==> src/rtl/mem_port_arbiter.sv <==
// mem_port_arbiter: shares one combinational-read word memory between fetch (I) and load/store (D) requesters
module mem_port_arbiter #(
  parameter int WORDS = 64,
  parameter int MAX_D_STREAK = 4
) (
  input  logic        clk,
  input  logic        rst,
  input  logic        i_req,
  input  logic [31:0] i_addr,
  output logic        i_gnt,
  output logic        i_rvalid,
  output logic [31:0] i_rdata,
  output logic        i_err,
  input  logic        d_req,
  input  logic        d_we,
  input  logic [31:0] d_addr,
  input  logic [31:0] d_wdata,
  output logic        d_gnt,
  output logic        d_rvalid,
  output logic [31:0] d_rdata,
  output logic        d_err,
  output logic [31:0] mem_address,
  output logic [31:0] mem_write_data,
  output logic        mem_write_enable,
  input  logic [31:0] mem_read_data
);
  localparam int SW = $clog2(MAX_D_STREAK + 1);
  localparam logic [SW-1:0] SMAX = SW'(MAX_D_STREAK);
  localparam logic [31:0] WLIM = WORDS;
  logic [SW-1:0] streak;
  logic i_ok, d_ok, i_forced;
  always_comb begin
    i_ok = i_addr[1:0] == 2'b00 && {2'b00, i_addr[31:2]} < WLIM;
    d_ok = d_addr[1:0] == 2'b00 && {2'b00, d_addr[31:2]} < WLIM;
    i_forced = streak == SMAX;
    i_gnt = !rst && i_req && (!d_req || i_forced);
    d_gnt = !rst && d_req && !(i_req && i_forced);
    mem_address = i_gnt ? i_addr : d_gnt ? d_addr : '0;
    mem_write_data = d_wdata;
    mem_write_enable = d_gnt && d_we && d_ok;
  end
  always_ff @(posedge clk) begin
    if (rst) begin
      streak <= '0;
      i_rvalid <= 1'b0;
      i_rdata <= '0;
      i_err <= 1'b0;
      d_rvalid <= 1'b0;
      d_rdata <= '0;
      d_err <= 1'b0;
    end else begin
      streak <= (!i_req || i_gnt) ? '0 : (d_gnt && !i_forced) ? streak + 1'b1 : streak;
      i_rvalid <= i_gnt;
      i_err <= i_gnt && !i_ok;
      d_rvalid <= d_gnt;
      d_err <= d_gnt && !d_ok;
      if (i_gnt) i_rdata <= i_ok ? mem_read_data : '0;
      if (d_gnt) d_rdata <= (!d_we && d_ok) ? mem_read_data : '0;
    end
  end
endmodule

==> config.mk <==
export PLATFORM = sky130hd
export DESIGN_NAME = mem_port_arbiter
export DESIGN_NICKNAME = d
export VERILOG_FILES = /design/src/rtl/mem_port_arbiter.sv
export SDC_FILE = /design/constraint.sdc
export NUM_CORES = 1
export LEC_CHECK = 0
export BUFFER_PORTS_ARGS = -buffer_cell sky130_fd_sc_hd__buf_4
export CAP_MARGIN = 20
export CORE_AREA = 2 2 105 107
export DETAILED_ROUTE_END_ITERATION = 12
export DIE_AREA = 0 0 107 109
export GPL_TIMING_DRIVEN = 1
export PLACE_DENSITY = 0.75
export SETUP_SLACK_MARGIN = 0.02
export SLEW_MARGIN = 40
export SYNTH_ARGS = -nofsm -noshare
export SYNTH_HDL_FRONTEND = slang
export SYNTH_SLANG_ARGS = --single-unit
==> constraint.sdc <==
create_clock -name clk -period 1.6 [get_ports clk]
set_input_delay 0.16 -clock clk [delete_from_list [all_inputs] [get_ports clk]]
set_output_delay 0.16 -clock clk [all_outputs]
set_load 0.005 [all_outputs]
# Word-level counts from Yosys, hierarchy flattened
# Cells that the tools add are included.
dict set report classes {
  add_sub_neg 1
  order_cmp 2
  n_eq_ne 1
  mux 4
  n_reduce_logical 26
}
# cell n
set ops {}
lappend ops {{$mux 32} 4}
lappend ops {{$lt 30x7->1 const B} 2}
lappend ops {{$logic_and 1x1->1} 13}
lappend ops {{$logic_not 1->1} 8}
lappend ops {{$logic_not 2->1} 2}
lappend ops {{$add 3x1->3 const B} 1}
lappend ops {{$eq 3x3->1 const B} 1}
lappend ops {{$logic_or 1x1->1} 2}
lappend ops {{$reduce_or 2->1} 1}
dict set report totals {
  ff_bits 71
  in_bits 133
  output_inout_bits 135
  elab_cells 41
}

# Depth between registers and ports, before layout
# Gate-level depths: netlist of run 1.
dict set report depth {
  word_depth 6
  mapped_depth 8
}

# Worst setup path after synthesis of run 1
# OpenSTA, ideal clock, no wires.
dict set report synth_path {
  kind {reg-to-output}
  from {register streak[0]}
  to {output mem_address[10]}
  arrival_time_ns 1.464
  required_time_ns 1.440
  path_slack_ns -0.024
  path_stages_with_launch 8
  n_path_buf 1
  cell_sequence {dfxtp_1 -> inv_1 -> ha_1 -> nand3_1 -> nand3b_1 -> clkinv_1 -> clkbuf_1 -> a22o_1}
}
dict set report synth_between {
  elab_chain_cells 6
  elab_cells_between_ends 8
  cone_classes {eq/ne (1); mux (2); reduce/logical (5)}
}
# item line_no
set synth_lines {}
lappend synth_lines {{start, declared} 30} ;# logic [SW-1:0] streak;
lappend synth_lines {{start signal, assigned} 52} ;# streak <= (!i_req || i_gnt) ? '0 : (d_gnt && !i_forced) ? streak + 1'b1 : streak;
lappend synth_lines {{$eq 3x3->1 *} 35} ;# i_forced = streak == SMAX;
lappend synth_lines {{$logic_and 1x1->1} 37} ;# d_gnt = !rst && d_req && !(i_req && i_forced);
lappend synth_lines {{$logic_not 1->1} 37}
lappend synth_lines {{$logic_and 1x1->1} 37}
lappend synth_lines {{$mux 32} 38} ;# mem_address = i_gnt ? i_addr : d_gnt ? d_addr : '0;
lappend synth_lines {{$mux 32 *} 38}
lappend synth_lines {{end, declared} 22} ;# output logic [31:0] mem_address,
# Every way passes the cells marked *; elsewhere a longest branch is shown, timed or not.

# Final worst setup path of run 1
dict set report layout_path {
  from {register streak[1]}
  to {output mem_address[10]}
}
# Same word-level chain as after synthesis.

==> results by stage, run 1 <==
Setup path:
- The category of the worst setup path capture point is a primary output.
- In this run the critical register-to-register path is captured at d_rdata[7].
- The worst register-to-register path begins at streak[0].
- The worst setup path is of the reg2out kind.
- Along the worst path, the maximum fanout reaches 9.
- The required time at the worst-slack endpoint is 1.44 ns.
- The arrival time of data at the critical path endpoint is roughly 1.8 ns.
- For the worst flop-to-flop path, the logic depth is 9.
- The register-to-register setup slack is -0.18 ns.
- The startpoint kind of the worst setup timing path is a flip-flop.
- The launch point of the critical path is streak[1].

Hold path:
- The worst hold path was traced through 2 stages.
- In this run the most critical hold path is launched from mem_read_data[10].
- The path class of the tightest hold or removal check is in2reg.
- The worst hold path terminates at d_rdata[10].

Power and ir drop:
- The switching component of the power is approximately 0.9 mW.
- The cell area power density is 681.6 nW/µm².
- Across the VDD grid, the largest voltage drop is 0.4303 mV.
- The sequential cell fraction of total power is 48.0%.
- The leakage power is 2.490 nW.
- The combinational cell fraction of total power is 17.5%.
- The clock network burns 34.5% of the power.
- The internal power is 2.793 mW.
- The share of total power consumed by net switching is 24.54%.

Global routing:
- The wire length of the first global-routing pass is 18310 µm.
- The remaining global-route overflow is 0.
- The maximum number of pins on one net before global-route repair is 35.
- The initial antenna violation count is 0.
- The aggregate global-route resource usage is 21.31%.
- The via count of the first global-routing pass is 3224.

STA:
- The routed design could run at a clock period as short as 1.928 ns.
- The clock arrives with 0.005869 ns of skew.
- Adding up every negative setup slack in the final design gives -18.10 ns.
- The post-route fraction of the period consumed by the critical path is 120.5%.
- The worst hold slack after final layout is ~0.036 ns.
- The number of slew-limit violations in the final report is 0.
- The upper clock frequency limit is 518.6 MHz.
- The hold violation count in the final report came to 0.
- In the post-route analysis, the smallest setup slack over all paths is -0.3282 ns.
- Setup violations remaining at the end of the flow were counted as 94.
- Measured against its own limit, the worst slew margin works out to 76.56%.
- Setup repair after global routing could not meet its margin everywhere.
- For the pin with the worst max-slew slack, the measured transition is around 0.35 ns.

Placement:
- The total cell area at the placement stage is 4701 µm².
- Buffers placed on the I/O ports in this run total approximately 200.
- The final HPWL from detailed placement is 9027 µm.
- The global placement routability congestion is 0.9767.
- The number of cells in the design after placement is 600.

Clock tree:
- Buffers inserted to repair hold after CTS numbered 0.
- The number of clock sinks is 71.
- The longest clock path from root to sink contains 2 buffers.
- The count of H-tree levels built during CTS is 3.
- The clock latency on the worst-skew pair is ~0.34 ns.
- Clock-pin slew was measured on the worst setup and hold paths at 0.07 ns.
- The cell at the root of the clock tree is clkbuf_8.
- The CTS tree is done.
- Clock tree synthesis inserted a total of 9 buffers.

Final layout:
- The flip-flop and latch area is ~1400 µm².
- Relative to the synthesized area, the layout overhead comes to 69.93%.
- Cells with a size suffix above 1 make up 61.07% of the layout.
- The area used by multi-input combinational logic is 1410 µm².
- The final-stage net count is ~640.
- The final non-filler cell area is 5430 µm².
- The total inserted antenna cells is 0.
- The count of fill cells added during filler insertion is 934.
- Once layout is complete, the utilization of the core stands at just over 50%.
- After the flow finishes, the layout carries non-filler instances totaling 646.

Routing:
- The average via count per standard cell is 5.288.
- For this run, design rule violations remaining after detail routing come to 0.
- The iteration count of the initial detailed-routing pass is 5.
- The routed wire length is approximately 14000 µm.
- The number of DRC violations after detailed-routing iteration 0 is 316.
- In the final routed layout, each cell accounts on average for roughly 21 µm.
- The number of nets with antenna violations after detailed routing is 0.
- The via count is 3416.

Die:
- The die covers 11660 µm².
- Measured along the y axis, the die boundary spans 109 µm.
- The die extent in x is 107 µm.
- For this configuration, the core starts out at a cell density of 30.14%.
- Row generation in the floorplan step produced 38 rows.
- The total area inside the core boundary comes to 10600 µm².
- The total I/O pin count is 268.

Synth:
- The total of flip-flops plus latches after synthesis is 71.
- For this run, the number of Yosys warnings is 0.
- A synthesized cell averages between 10 and 15 µm².
- The synthesized netlist contains 25 unique library cells.
- The synthesized netlist net count is 438.
- The cell area that synthesis handed to floorplanning was 3196 µm².
- The cell count after synthesis came out at 303.
- The share of the Yosys chip area taken by registers is 44.48%.

Run status:
- The run finished, with violations left.
- The checks that failed: negative setup slack.

Run:
- Across the run, the number of max-cap violations was 0.
## layout by cell type, fill, tap and decap left out, types with 2 or more instances in the layout
cell,count
buf_4,206
dfxtp_1,69
a22o_1,63
nor3b_1,32
a31o_2,32
buf_6,21
clkbuf_8,11
nor4_1,9
nor2_1,8
buf_12,7
buf_16,5
clkbuf_16,4
nor4_2,3
nand3_1,3
nor2b_1,2
inv_2,2
nand4_1,2
inv_1,2
clkbuf_1,2
clkinv_2,2
buf_8,2
dfxtp_2,2
## timing repair
item                       4_1_cts  5_1_grt
pin swaps                        6       23
buffers inserted                10       11
cloned                           6        5
gates resized for setup         30        8
setup endpoints to repair       70       89
## metrics by stage
| stage | power (mW) | worst slack (ns) |
|---|---|---|
| 2_1_floorplan | 2.024 | 0.005029 |
| 3_5_place_dp | 2.342 | -0.1609 |
| 6_report | 3.701 | -0.3282 |
| 3_3_place_gp | 2.335 | -0.1333 |
| 5_1_grt | 3.842 | -0.4056 |
| 4_1_cts | 3.698 | -0.3120 |
## registers in the layout, indices dropped and copies added (netlist names)
name	cells
d_rvalid	1
d_err	1
i_err	1
i_rvalid	1
i_rdata	32
streak	3
d_rdata	32
## kinds of logic (layout without fill, tap and decap cells)
group	Yosys count	in the layout	synth area share, %
DFF	71	71	44.48
muxes	1	1	0.3132
and+or+nand+nor	66	66	14.25
AOI/OAI and AO/OA	99	99	26.98
buffers and inverters	64	267	13.19
adders and majority gates	2	2	0.7830
## critical path, cell delays in order, from the launching register on
cell	delay [ns]
dfxtp_2	0.33
inv_2	0.07
ha_4	0.16
nand2_2	0.08
a21boi_4	0.21
buf_12	0.16
buf_12	0.13
a22o_1	0.15
buf_4	0.13
## how the worst max path moves through the flow
| stage | to | slack (ns) | cells after the start |
|---|---|---|---|
| 2_1_floorplan | d_rdata[0] | 0.005 | 7 |
| 3_3_place_gp | d_rdata[16] | -0.13 | 5 |
| 3_5_place_dp | mem_address[10] | -0.16 | 8 |
| 4_1_cts | mem_address[29] | -0.31 | 8 |
| 5_1_grt | mem_address[0] | -0.41 | 8 |
| 6_report | mem_address[10] | -0.33 | 8 |
## layer usage
layer / track usage [%] / up-vias / part of all wire, %
li1: - / 1519 / -
met2: 39.40 / 224 / 52
met4: 10.39 / 0 / 3.3
met1: 22.39 / 1646 / 36
met3: 5.678 / 27 / 8.5
met5: 0 / - / 0
## power groups by stage
stage	logic, mW	clock network (mW)	registers (mW)
after floorplan	0.208	0	1.82
after global placement	0.520	0	1.81
after detailed placement	0.527	0	1.81
after CTS	0.596	1.33	1.77
after global routing	0.674	1.39	1.77
final	0.649	1.28	1.77
## cell usage after synthesis
| cell type | count | share of area [%] |
|---|---|---|
| a21boi_0 | 2 | 0.47 |
| a21oi_1 | 1 | 0.16 |
| a22o_1 | 63 | 17 |
| a22o_2 | 1 | 0.31 |
| a31o_2 | 32 | 8.8 |
| and3_1 | 1 | 0.20 |
| buf_2 | 10 | 1.6 |
| buf_4 | 37 | 8.7 |
| buf_6 | 4 | 1.4 |
| clkbuf_1 | 8 | 0.94 |
| clkinv_1 | 1 | 0.12 |
| dfxtp_1 | 71 | 44 |
| ha_1 | 2 | 0.78 |
| inv_1 | 4 | 0.47 |
| mux2i_1 | 1 | 0.31 |
| nand2_1 | 2 | 0.24 |
| nand3_1 | 4 | 0.63 |
| nand3b_1 | 1 | 0.24 |
| nand4_1 | 2 | 0.39 |
| nor2_1 | 9 | 1.1 |
| nor2b_1 | 2 | 0.39 |
| nor3b_1 | 32 | 7.5 |
| nor4_1 | 9 | 1.8 |
| nor4_2 | 3 | 1.2 |
| nor4_4 | 1 | 0.67 |
## layout make-up
class / instances / area share [%]
clock inverter: 3 / 0.3226
clock buffer: 13 / 2.926
multi-input combinational: 168 / 25.97
sequential: 71 / 26.22
tap: 140 / 3.226
timing repair buffer: 246 / 40.94
inverter: 5 / 0.3917
Note: power is estimated with default switching activity, not from simulation.
==> run 2: changes to the inputs <==
--- a/config.mk
+++ b/config.mk
@@ -11,7 +11,7 @@
 export DETAILED_ROUTE_END_ITERATION = 12
 export DIE_AREA = 0 0 107 109
 export GPL_TIMING_DRIVEN = 1
-export PLACE_DENSITY = 0.75
+export PLACE_DENSITY = 0.73
 export SETUP_SLACK_MARGIN = 0.02
 export SLEW_MARGIN = 40
 export SYNTH_ARGS = -nofsm -noshare
==> constraint.sdc (replaced) <==
create_clock -name clk -period 2 [get_ports clk]
set_input_delay 0.4 -clock clk [delete_from_list [all_inputs] [get_ports clk]]
set_output_delay 0.4 -clock clk [all_outputs]
set_load 0.005 [all_outputs]
==> results by stage, run 2 (synthesis gave the netlist of run 1 again) <==
STA:
- The worst slew margin relative to its limit was 73.71% (-2.8 points).
- Setup repair after global routing could not meet its margin everywhere.
- The upper clock frequency limit is around 450 MHz.
- The total of endpoints with negative setup slack in the final report is 34 (-64%).
- The number of slew-limit violations in the final report is 0 (unchanged).
- The post-route worst setup slack is -0.2304 ns (+0.09776 ns).
- The measured slew at the worst slew-check pin is 0.3944 ns (+0.04594 ns).
- The setup clock skew after layout came to 0.005978 ns (+0.0001090 ns).
- For the finished layout, the period the worst path requires is 2.230 ns.
- The total negative slack is -6.249 ns (+11.85 ns).
- The worst hold slack after final layout was 0.2725 ns (+0.2363 ns).
- The post-route fraction of the period consumed by the critical path is 111.5%.
- The hold violation count in the final report came to 0 (unchanged).

Routing:
- The number of DRC violations after detailed-routing iteration 0 was 190 (-40%).
- The routed wire length is 12800 µm (-6.2%).
- The iteration count of the initial detailed-routing pass is 6 (+1).
- The number of DRC violations after detailed routing came to 0 (unchanged).
- The detailed-route wire length per cell was 20.34 µm (-3.6%).
- The average via count per standard cell is 5.211 (-1.4%).
- The number of nets with antenna violations after detailed routing is 0 (unchanged).
- The via count is 3278 (-4.0%).

Run status:
- The flow ran to the end, but the final reports show violations.
- The checks that failed: negative setup slack.

Setup path:
- The startpoint kind of the worst setup timing path is a flip-flop.
- The slowest library cell on the worst path is dfxtp_2.
- The critical path goes through inv_2 > ha_4 > nand2_4 > a21boi_4 > buf_6 > clkbuf_16 > a22o_1 > buf_4.
- The required time at the worst-slack endpoint is 1.60 ns (+0.16 ns).
- The number of buffer and inverter instances along the worst setup path is 4 (unchanged).
- The worst setup path is captured at a primary output.
- The biggest cell delay along the critical path was 0.33 ns (about the same).
- The arrival time of data at the critical path endpoint came to 1.83 ns (+0.06 ns).
- The peak fanout along the critical path is 8 (-1).
- The startpoint of the worst register-to-register path is streak[1].
- The largest delay contributor family on the critical path is buffers and inverters.
- The critical path in this run is classified as reg2out.
- Tracing the worst setup path back leads to its startpoint at streak[1].

Run:
- The max-cap check violation count was 0 (unchanged).

Final layout:
- The flip-flop and latch area is 1424 µm² (unchanged).
- The area used by multi-input combinational logic is 1408 µm² (-0.18%).
- Leaving out fill and tap cells, the most frequent cells in the layout are 202 x buf_4, 69 x dfxtp_1, 63 x a22o_1.
- The share of layout cells above drive strength 1 is 60.12% (-0.94 points).
- The commonest non-fill, non-tap cell in the layout is buf_4.
- From synthesis to final layout, the design area changed by 61.20%.
- The total inserted antenna cells was 0 (unchanged).
- The largest registers in the layout are d_rdata x32, i_rdata x32, streak x3.
- The final-stage net count is 619 (-2.7%).
- The final design utilization was 48.58% (-2.6 points).
- The count of fill cells added during filler insertion is 986 (+5.6%).

Power and ir drop:
- The leakage power is 2.354 nW (-5.4%).
- The internal power came to 2.206 mW (-21%).
- The switching component of the power is 0.7570 mW (-17%).
- The cell area power density is 575.2 nW/µm² (-16%).
- The combinational cell fraction of total power came to 16.5% (-1.0 points).
- The sequential cell fraction of total power came to 47.9% (about the same).
- The share of total power consumed by net switching is 25.55% (+1.0 points).
- The relative contribution of the clock network to total power is 35.6% (+1.1 points).
- The worst-case vdd ir drop came to 0.3540 mV (-18%).

Hold path:
- The path class of the tightest hold or removal check is in2reg.
- The worst hold path startpoint is mem_read_data[24].

Placement:
- The global placement routability congestion is 0.9894 (+1.3%).
- The port buffer count is 203 (unchanged).
- The final HPWL from detailed placement is 8819 µm (-2.3%).

Global routing:
- The wire length of the first global-routing pass was 16570 µm (-9.5%).
- The maximum number of pins on one net before global-route repair came to 45 (+29%).
- The remaining global-route overflow is 0 (unchanged).
- The aggregate global-route resource usage is 18.72% (-2.6 points).
- The via count of the first global-routing pass is 3064 (-5.0%).
- The initial antenna violation count is 0 (unchanged).

Clock tree:
- The maximum buffer depth of the clock tree is 2 (unchanged).
- The clock transition at the register clock pins on the worst setup and hold paths after CTS was 0.08 ns (about the same).
- The number of CTS-inserted buffers is 9 (unchanged).
- The count of H-tree levels built during CTS came to 3 (unchanged).
- The clock latency on the worst-skew pair is 0.34 ns (about the same).
- The number of clock sinks came to 71 (unchanged).
- The cts-stage hold buffer count was 0 (unchanged).
- The cell at the root of the clock tree is clkbuf_8.
- TritonCTS built the clock tree.

Die:
- The number of placement rows is 38 (unchanged).
- The total I/O pin count is 268 (unchanged).
- The starting density of the core was 30.14% (unchanged).
- The die area came to 11660 µm² (unchanged).
- The area of the placeable core is 10600 µm² (unchanged).
- The die extent in x is 107 µm (unchanged).
- The height of the die is 109 µm (unchanged).
run 2: changes by cell type in the layout (fill, tap and decap cells not counted), moves of 2 or more:
cell        delta
buf_6          -7
buf_16         -5
buf_4          -4
buf_12         -3
buf_8          +2
clkbuf_1       -2
clkinvlp_4     +2
run 2: power by group through the flow:
| stage | clock [mW] | combinational (mW) | sequential (mW) |
|---|---|---|---|
| finish | 1.06 | 0.488 | 1.42 |
| global route | 1.15 | 0.508 | 1.42 |
| detailed placement | 0 | 0.417 | 1.45 |
| global placement | 0 | 0.412 | 1.45 |
| CTS | 1.10 | 0.423 | 1.42 |
| floorplan | 0 | 0.165 | 1.45 |
run 2: final cells by class:
class | instances | area share (%)
inverters | 5 | 0.4129
flip-flops and latches | 71 | 27.64
clock inverters | 5 | 0.6315
well taps | 140 | 3.401
clock buffers | 11 | 2.939
repair buffers | 229 | 37.65
multi-input cells | 168 | 27.33
run 2: per-stage QoR:
stage | setup slack, ns | instances | instance area, µm² | power [mW]
after floorplan | 0.1299 | 303 | 3196 | 1.618
after global placement | 0.07044 | 599 | 4657 | 1.864
after detailed placement | 0.04897 | 599 | 4657 | 1.869
after CTS | -0.2595 | 615 | 4853 | 2.938
after global routing | -0.3062 | 629 | 5151 | 3.081
final | -0.2304 | 629 | 5151 | 2.963
run 2: routing by layer:
layer / share of wire (%) / vias to the layer above / global-route usage, %
li1: - / 1483 / -
met1: 37 / 1561 / 20.31
met2: 51 / 199 / 33.53
met3: 7.6 / 35 / 5.619
met4: 4.0 / 0 / 8.720
met5: 0 / - / 0
run 2: timing repair:
item / CTS / global route
hold endpoints to repair: 0 / 0
setup buffers: 0 / 7
resized for setup: 5 / 29
pin swaps: 6 / 18
endpoints found under the setup margin: 35 / 35
gates cloned: 0 / 7
run 2: path summary, 6_finish.rpt:
check             depth (start not counted)              end  slack [ns]
setup / recovery                          8  mem_address[19]       -0.23
hold / removal                            2      d_rdata[24]        0.27
setup reg to reg                         10       i_rdata[6]        0.10
hold reg to reg                           1       d_rdata[1]        0.48
